`src/rtl/jpeg_pkg.sv`:
```
// Shared constants for the JPEG quantize/zigzag stage: scan order, default luma reciprocals,
// coefficient width and the controller state type.
package jpeg_pkg;

  localparam int unsigned COEF_W = 8;

  typedef enum logic [1:0] {
    StIdle,
    StRun,
    StDrain
  } fsm_t;

  // Raster index of each zigzag position.
  localparam int unsigned ZIGZAG [64] = '{
     0,  1,  8, 16,  9,  2,  3, 10, 17, 24, 32, 25, 18, 11,  4,  5,
    12, 19, 26, 33, 40, 48, 41, 34, 27, 20, 13,  6,  7, 14, 21, 28,
    35, 42, 49, 56, 57, 50, 43, 36, 29, 22, 15, 23, 30, 37, 44, 51,
    58, 59, 52, 45, 38, 31, 39, 46, 53, 60, 61, 54, 47, 55, 62, 63
  };

  // round(65536/Q) for the standard luminance quantization table, raster order.
  localparam int unsigned STD_LUMA_RECIP [64] = '{
    4096, 5958, 6554, 4096, 2731, 1638, 1285, 1074,
    5461, 5461, 4681, 3449, 2521, 1130, 1092, 1192,
    4681, 5041, 4096, 2731, 1638, 1150,  950, 1170,
    4681, 3855, 2979, 2260, 1285,  753,  819, 1057,
    3641, 2979, 1771, 1170,  964,  601,  636,  851,
    2731, 1872, 1192, 1024,  809,  630,  580,  712,
    1337, 1024,  840,  753,  636,  542,  546,  649,
     910,  712,  690,  669,  585,  655,  636,  662
  };

endpackage

```
`src/rtl/jpeg_quant_mul.sv`:
```
// Two-stage quantizer pipeline: operand register, then reciprocal multiply with
// round-half-up into the output register. The whole pipeline freezes when en is low.
module jpeg_quant_mul
  import jpeg_pkg::*;
#(
  parameter int unsigned RECIP_W = 17
) (
  input  logic                     clock,
  input  logic                     reset_n,
  input  logic                     en,
  input  logic                     in_valid,
  input  logic signed [COEF_W-1:0] in_coef,
  input  logic [RECIP_W-1:0]       in_recip,
  input  logic [5:0]               in_index,
  output logic                     out_valid,
  output logic signed [COEF_W-1:0] out_coef,
  output logic [5:0]               out_index,
  output logic                     out_last
);

  localparam int unsigned ProdW = COEF_W + RECIP_W + 1;

  logic                     s1_valid_q;
  logic signed [COEF_W-1:0] s1_coef_q;
  logic [RECIP_W-1:0]       s1_recip_q;
  logic [5:0]               s1_index_q;

  logic signed [ProdW-1:0]  coef_ext, recip_ext, prod, rnd;
  logic signed [COEF_W-1:0] q;

  // Reciprocal is unsigned; the extra zero bit keeps it positive in the signed product.
  assign coef_ext  = ProdW'(s1_coef_q);
  assign recip_ext = ProdW'({1'b0, s1_recip_q});
  assign prod      = coef_ext * recip_ext;
  assign rnd       = prod + ProdW'(32768);
  assign q         = COEF_W'(rnd >>> 16);

  always_ff @(posedge clock or negedge reset_n) begin
    if (!reset_n) begin
      s1_valid_q <= 1'b0;
      s1_coef_q  <= '0;
      s1_recip_q <= '0;
      s1_index_q <= '0;
      out_valid  <= 1'b0;
      out_coef   <= '0;
      out_index  <= '0;
      out_last   <= 1'b0;
    end else if (en) begin
      s1_valid_q <= in_valid;
      if (in_valid) begin
        s1_coef_q  <= in_coef;
        s1_recip_q <= in_recip;
        s1_index_q <= in_index;
      end
      out_valid <= s1_valid_q;
      out_last  <= s1_valid_q && (s1_index_q == 6'd63);
      if (s1_valid_q) begin
        out_coef  <= q;
        out_index <= s1_index_q;
      end
    end
  end

endmodule

```
`src/rtl/jpeg_quant_zigzag.sv`:
```
// Block quantizer: captures an 8x8 DCT block, quantizes by reciprocal multiply and streams
// the 64 results out in zigzag order over valid/ready.
module jpeg_quant_zigzag
  import jpeg_pkg::*;
#(
  parameter int unsigned RECIP_W = 17
) (
  input  logic                     clock,
  input  logic                     reset_n,
  input  logic                     blk_valid,
  output logic                     blk_ready,
  input  logic signed [COEF_W-1:0] coef_in [0:63],
  input  logic                     qt_we,
  input  logic [5:0]               qt_addr,
  input  logic [RECIP_W-1:0]       qt_recip,
  output logic                     out_valid,
  input  logic                     out_ready,
  output logic signed [COEF_W-1:0] out_coef,
  output logic [5:0]               out_index,
  output logic                     out_last,
  output logic                     err_overrun
);

  fsm_t                     state_q, state_d;
  logic [5:0]               k_q, k_d;
  logic                     err_q;
  logic signed [COEF_W-1:0] cbuf_q [64];
  logic [RECIP_W-1:0]       qtab_q [64];
  logic                     accept, issue, advance;
  logic [5:0]               raster;

  assign blk_ready   = (state_q == StIdle);
  assign accept      = blk_valid && (state_q == StIdle);
  assign advance     = ~out_valid | out_ready;
  assign raster      = 6'(ZIGZAG[k_q]);
  assign err_overrun = err_q;

  always_comb begin
    state_d = state_q;
    k_d     = k_q;
    issue   = 1'b0;
    unique case (state_q)
      StIdle: begin
        if (blk_valid) begin
          state_d = StRun;
          k_d     = '0;
        end
      end
      StRun: begin
        if (advance) begin
          issue = 1'b1;
          k_d   = k_q + 6'd1;
          if (k_q == 6'd63) state_d = StDrain;
        end
      end
      StDrain: begin
        if (out_valid && out_ready && out_last) state_d = StIdle;
      end
      default: state_d = StIdle;
    endcase
  end

  always_ff @(posedge clock or negedge reset_n) begin
    if (!reset_n) begin
      state_q <= StIdle;
      k_q     <= '0;
      err_q   <= 1'b0;
    end else begin
      state_q <= state_d;
      k_q     <= k_d;
      if (blk_valid && (state_q != StIdle)) err_q <= 1'b1;
    end
  end

  // Coefficient buffer holds no state worth resetting; it is always loaded before use.
  always_ff @(posedge clock) begin
    if (accept) cbuf_q <= coef_in;
  end

  always_ff @(posedge clock or negedge reset_n) begin
    if (!reset_n) begin
      for (int i = 0; i < 64; i++) qtab_q[i] <= RECIP_W'(STD_LUMA_RECIP[i]);
    end else if (qt_we && (state_q == StIdle)) begin
      qtab_q[qt_addr] <= qt_recip;
    end
  end

  jpeg_quant_mul #(
    .RECIP_W (RECIP_W)
  ) u_mul (
    .clock     (clock),
    .reset_n   (reset_n),
    .en        (advance),
    .in_valid  (issue),
    .in_coef   (cbuf_q[raster]),
    .in_recip  (qtab_q[raster]),
    .in_index  (k_q),
    .out_valid (out_valid),
    .out_coef  (out_coef),
    .out_index (out_index),
    .out_last  (out_last)
  );

endmodule

```
`config.mk`:
```
export PLATFORM = sky130hd
export DESIGN_NAME = jpeg_quant_zigzag
export DESIGN_NICKNAME = d
export VERILOG_FILES = /design/src/rtl/jpeg_pkg.sv /design/src/rtl/jpeg_quant_mul.sv /design/src/rtl/jpeg_quant_zigzag.sv
export SDC_FILE = /design/constraint.sdc
export NUM_CORES = 2
export LEC_CHECK = 0
export CORE_MARGIN = 2
export CORE_UTILIZATION = 60
export DETAILED_ROUTE_END_ITERATION = 8
export PLACE_DENSITY = 0.9
export SLEW_MARGIN = 20
export SYNTH_ARGS = -nofsm -noshare
export SYNTH_HDL_FRONTEND = slang
export SYNTH_SLANG_ARGS = --single-unit
```
`constraint.sdc`:
```
create_clock -name clock -period 38.5 [get_ports clock]
set_clock_uncertainty 0.15 [all_clocks]
set_input_delay 7.7 -clock clock [delete_from_list [all_inputs] [get_ports clock]]
set_output_delay 7.7 -clock clock [all_outputs]
set_load 0.01 [all_outputs]
```
==> impl_metrics.csv <==
group,metric,value,unit
global_route,first_global_vias,58100,
detailed_routing,avgRoutedWirePerCell,27.5,um
clock_network,tritoncts_num_sinks,1657,
die,core-area,128000,um2
die,die_h,363,um
synth,synth_cell_type_count,66,
pwr,powerDensity,81.9,nW/um2
synth,synthTopCellsByArea,"sky130_fd_sc_hd__dfrtp_1 26%, sky130_fd_sc_hd__edfxtp_1 20%, sky130_fd_sc_hd__mux2_2 16%",
pwr,worst_ir_drop_vdd,199,uV
pwr,total_power,0.00733,W
synth,synthesis.area,77400,um2
synth,synth_area_leader_cell,"sky130_fd_sc_hd__dfrtp_1",
setup_path,worstSetupStartpointType,"primary input",
final_layout,nNetsFinal,7381,
clock_network,cts_hold_buf,0,
die,placement_rows,131,
setup_path,endpoint_kind,"flip-flop",
detailed_routing,detail-route-antenna-nets,0,
run,max_cap_viol_count,0,
clock_network,count_of_h_tree_levels_built_during_cts,4,
timing,final_period_minus_worst_setup_slack,11.33,ns
global_route,maximum_number_of_pins_on_one_net_before_global_route_repair,175,
clock_network,tritoncts,"yes",
synth,post_synth_inst_count,6383,
die,die_area,132000,um2
setup_path,cp.required,38.78,ns
clock_network,cts_inserted_buffers,166,
setup_path,worstSetupPathType,"primary input to flip-flop",
clock_network,cts_max_path_buffers,3,
detailed_routing,first_iter_violations,8153,
timing,max_slew_margin,4.29,%
pwr,intPower,0.00381,W
placement,dp_hpwl,138000,um
worst_hold_path,worstHoldPathType,"flip-flop to flip-flop",
final_layout,syn2layout_area_growth,15.6,%
synth,ys_seq_area_share,57.4,%
detailed_routing,drtPass1Iterations,8,
synth,yosysWarningCount,0,
detailed_routing,post-route-drc-count,0,
global_route,grt_first_pass_wirelength,345000,um
timing,fin_crit_sh,29.4,%
final_layout,final_util,70.0,%
pwr,sw_frac_of_total,48.1,%
timing,finalMaxSlewViolations,0,
placement,port_bufs,557,
timing,report.final.setup_viol,0,
synth,synthesis.area_per_instance,12.1,um2
clock_network,clkSlewWorstSetupHoldPaths,0.06,ns
pwr,power.switching,0.00353,W
synth,synth-async-reset-ratio,69.1,%
setup_path,timing.critical_path.fanout_max,80,
synth,synth_enable_flop_cells,512,
clock_network,clock_insertion_delay_worst_skew,0.83,ns
pwr,clock_power_share,21.8,%
pwr,power.leakage,38.6,nW
status,status,"complete, no violations",
global_route,grt_util_all_layers,34.5,%
detailed_routing,routed_wirelength,234000,um
die,chipWidth,363,um
pwr,power.share.combinational,51.8,%
timing,finalHoldViolCount,0,
clock_network,root_buffer_selected_by_cts,"sky130_fd_sc_hd__clkbuf_16",
die,initial_core_util,60.6,%
timing,total_negative_setup_slack,0,ns
synth,top_area_cell_type_share_of_the_netlist_area,26.3,%
timing,fmax,0.0883,GHz
timing,max_slew.worst_pin.slew,1.42,ns
final_layout,final-seq-area,44400,um2
synth,synth_fp_nets,7079,
global_route,antenna_found_initial,40,
synth,ys_ff_latch,1657,
final_layout,layout.filler_cells,7702,
timing,unrepaired_setup_endpoints_after_global_routing,"false",
synth,dominantRegCellSynth,"sky130_fd_sc_hd__dfrtp_1",
pwr,seq_power_share,26.5,%
global_route,grt-ovfl-total,0,
final_layout,area_occupied_by_multi_input_gates,30600,um2
setup_path,cp_data_arrival_time,11.61,ns
die,io-pin-count,558,
clock_network,postCtsSetupBuffers,0,
detailed_routing,vias,57400,
detailed_routing,vias_per_cell,6.73,
final_layout,fraction_of_final_layout_cells_sized_beyond_drive_strength_1,27.0,%
placement,place_congestion,0.883,
clock_network,cts_resized,0,
==> cell usage in the layout (no fill, tap or decap), types with 7 or more instances in the layout <==
master and n:
sky130_fd_sc_hd__buf_2 17, sky130_fd_sc_hd__and2_1 97, sky130_fd_sc_hd__mux2i_1 130, sky130_fd_sc_hd__nor4_2 14, sky130_fd_sc_hd__ha_1 67, sky130_fd_sc_hd__fa_1 89, sky130_fd_sc_hd__or3_1 29, sky130_fd_sc_hd__and3_1 182
sky130_fd_sc_hd__a21oi_1 139, sky130_fd_sc_hd__o21ai_0 51, sky130_fd_sc_hd__clkdlybuf4s50_1 539, sky130_fd_sc_hd__a211oi_1 251, sky130_fd_sc_hd__o21ai_1 19, sky130_fd_sc_hd__dfrtp_1 814, sky130_fd_sc_hd__o22ai_1 49, sky130_fd_sc_hd__xnor2_1 11
sky130_fd_sc_hd__buf_4 97, sky130_fd_sc_hd__nand2b_1 16, sky130_fd_sc_hd__nor4_1 35, sky130_fd_sc_hd__inv_6 7, sky130_fd_sc_hd__clkbuf_8 25, sky130_fd_sc_hd__clkbuf_1 66, sky130_fd_sc_hd__nor2_1 59, sky130_fd_sc_hd__diode_2 34
sky130_fd_sc_hd__nand2_1 1057, sky130_fd_sc_hd__nand3_1 284, sky130_fd_sc_hd__clkinv_2 14, sky130_fd_sc_hd__a31oi_1 175, sky130_fd_sc_hd__a311oi_1 55, sky130_fd_sc_hd__clkbuf_16 169, sky130_fd_sc_hd__dfstp_2 331, sky130_fd_sc_hd__inv_1 121
sky130_fd_sc_hd__mux2_2 1096, sky130_fd_sc_hd__o211ai_1 31, sky130_fd_sc_hd__nor2b_1 11, sky130_fd_sc_hd__buf_6 8, sky130_fd_sc_hd__a221o_1 23, sky130_fd_sc_hd__edfxtp_1 512
==> power by group through the flow <==
stage	clock network, W	registers (W)	logic, W
after CTS	0.00160	0.00194	0.00364
after detailed placement	0	0.00197	0.00358
final	0.00160	0.00194	0.00379
after global routing	0.00167	0.00194	0.00399
after global placement	0	0.00196	0.00347
after floorplan	0	0.00193	0.00230
==> per-stage QoR <==
| step | hold WS (ns) | setup WS, ns | instances | instance area, um2 |
|---|---|---|---|---|
| floorplan | 0.301 | 15.04 | 6383 | 77400 |
| global placement | 0.312 | 26.38 | 8176 | 83900 |
| detailed placement | 0.319 | 26.23 | 8176 | 83900 |
| CTS | 0.330 | 27.11 | 8486 | 89300 |
| global route | 0.357 | 26.92 | 8519 | 89500 |
| finish | 0.327 | 27.17 | 8523 | 89500 |
==> synth_stat cells, types with 51 or more instances <==
cell type                  instances
sky130_fd_sc_hd__and2_1          100
sky130_fd_sc_hd__nand3_1         284
sky130_fd_sc_hd__buf_1            53
sky130_fd_sc_hd__buf_2            68
sky130_fd_sc_hd__mux2i_1         130
sky130_fd_sc_hd__a21oi_1         140
sky130_fd_sc_hd__nor4_1           53
sky130_fd_sc_hd__inv_1           121
sky130_fd_sc_hd__mux2_2         1096
sky130_fd_sc_hd__o21ai_0          51
sky130_fd_sc_hd__nand2_1        1062
sky130_fd_sc_hd__a311oi_1         55
sky130_fd_sc_hd__ha_1             67
sky130_fd_sc_hd__a211oi_1        252
sky130_fd_sc_hd__clkbuf_1        408
sky130_fd_sc_hd__fa_1             89
sky130_fd_sc_hd__nor2_1           66
sky130_fd_sc_hd__dfrtp_1         814
sky130_fd_sc_hd__edfxtp_1        512
sky130_fd_sc_hd__a31oi_1         175
sky130_fd_sc_hd__and3_1          182
sky130_fd_sc_hd__dfstp_2         331
==> worst max-delay path, cell delays in order <==
cell and delay [ns]:
sky130_fd_sc_hd__clkdlybuf4s50_1 0.52, sky130_fd_sc_hd__and2_4 0.59, sky130_fd_sc_hd__buf_4 0.79, sky130_fd_sc_hd__buf_4 0.87, sky130_fd_sc_hd__buf_4 0.85
==> path summary, 6_finish.rpt <==
| path | from | to | slack, ns | depth (start not counted) |
|---|---|---|---|---|
| worst max register to register | k_q[0]$_DFFE_PN0P_ | u_mul.s1_recip_q[3]$_DFFE_PN0P_ | 30.45 | 15 |
| max in group asynchronous | reset_n | u_mul.out_coef[2]$_DFFE_PN0P_ | 28.32 | 4 |
| min in group asynchronous | reset_n | qtab_q[425]$_DFFE_PN0P_ | 6.78 | 1 |
| worst min-delay path | err_overrun$_DFFE_PN0P_ | err_overrun$_DFFE_PN0P_ | 0.33 | 1 |
| worst max-delay path | blk_valid | cbuf_q[273]$_DFFE_PP_ | 27.17 | 5 |
| worst min register to register | err_overrun$_DFFE_PN0P_ | err_overrun$_DFFE_PN0P_ | 0.33 | 1 |
==> metal layers <==
metal / global-route usage, % / share of wire (%) / vias to the layer above
met2: 52.6 / 46 / 4063
met4: 22.4 / 6.8 / 22
met5: 0 / 0.059 / -
met1: 42.6 / 35 / 28800
met3: 11.1 / 12 / 1002
li1: - / - / 23500
==> area by class of cell <==
cell class | instances | share of cell area, %
Timing Repair Buffer | 669 | 7.19
Multi-Input combinational cell | 4069 | 34.2
Clock inverter | 47 | 0.536
Tap cell | 1662 | 2.32
Antenna cell | 34 | 0.0951
Clock buffer | 263 | 5.41
Inverter | 122 | 0.515
Sequential cell | 1657 | 49.7
==> cells by family (layout without fill, tap and decap cells) <==
group           Yosys count  in the layout  synth area share, %
buf+inv                 657           1101                 3.34
compound gates          834            834                 7.25
simple gates           1835           1835                 10.8
xor+xnor                 15             15                0.170
fa+ha+maj               156            156                 3.38
flops                  1657           1657                 57.4
mux                    1229           1229                 17.7
other cells               0             34                    0
==> registers in the layout (all words and copies together), names as in the netlist <==
| name | flops |
|---|---|
| cbuf_q | 512 |
| err_overrun | 1 |
| k_q | 6 |
| qtab_q | 1088 |
| state_q | 2 |
| u_mul.out_coef | 8 |
| u_mul.out_index | 6 |
| u_mul.out_last | 1 |
| u_mul.out_valid | 1 |
| u_mul.s1_coef_q | 8 |
| u_mul.s1_index_q | 6 |
| u_mul.s1_recip_q | 17 |
| u_mul.s1_valid_q | 1 |
No activity file was read; power rests on OpenSTA's default activity.
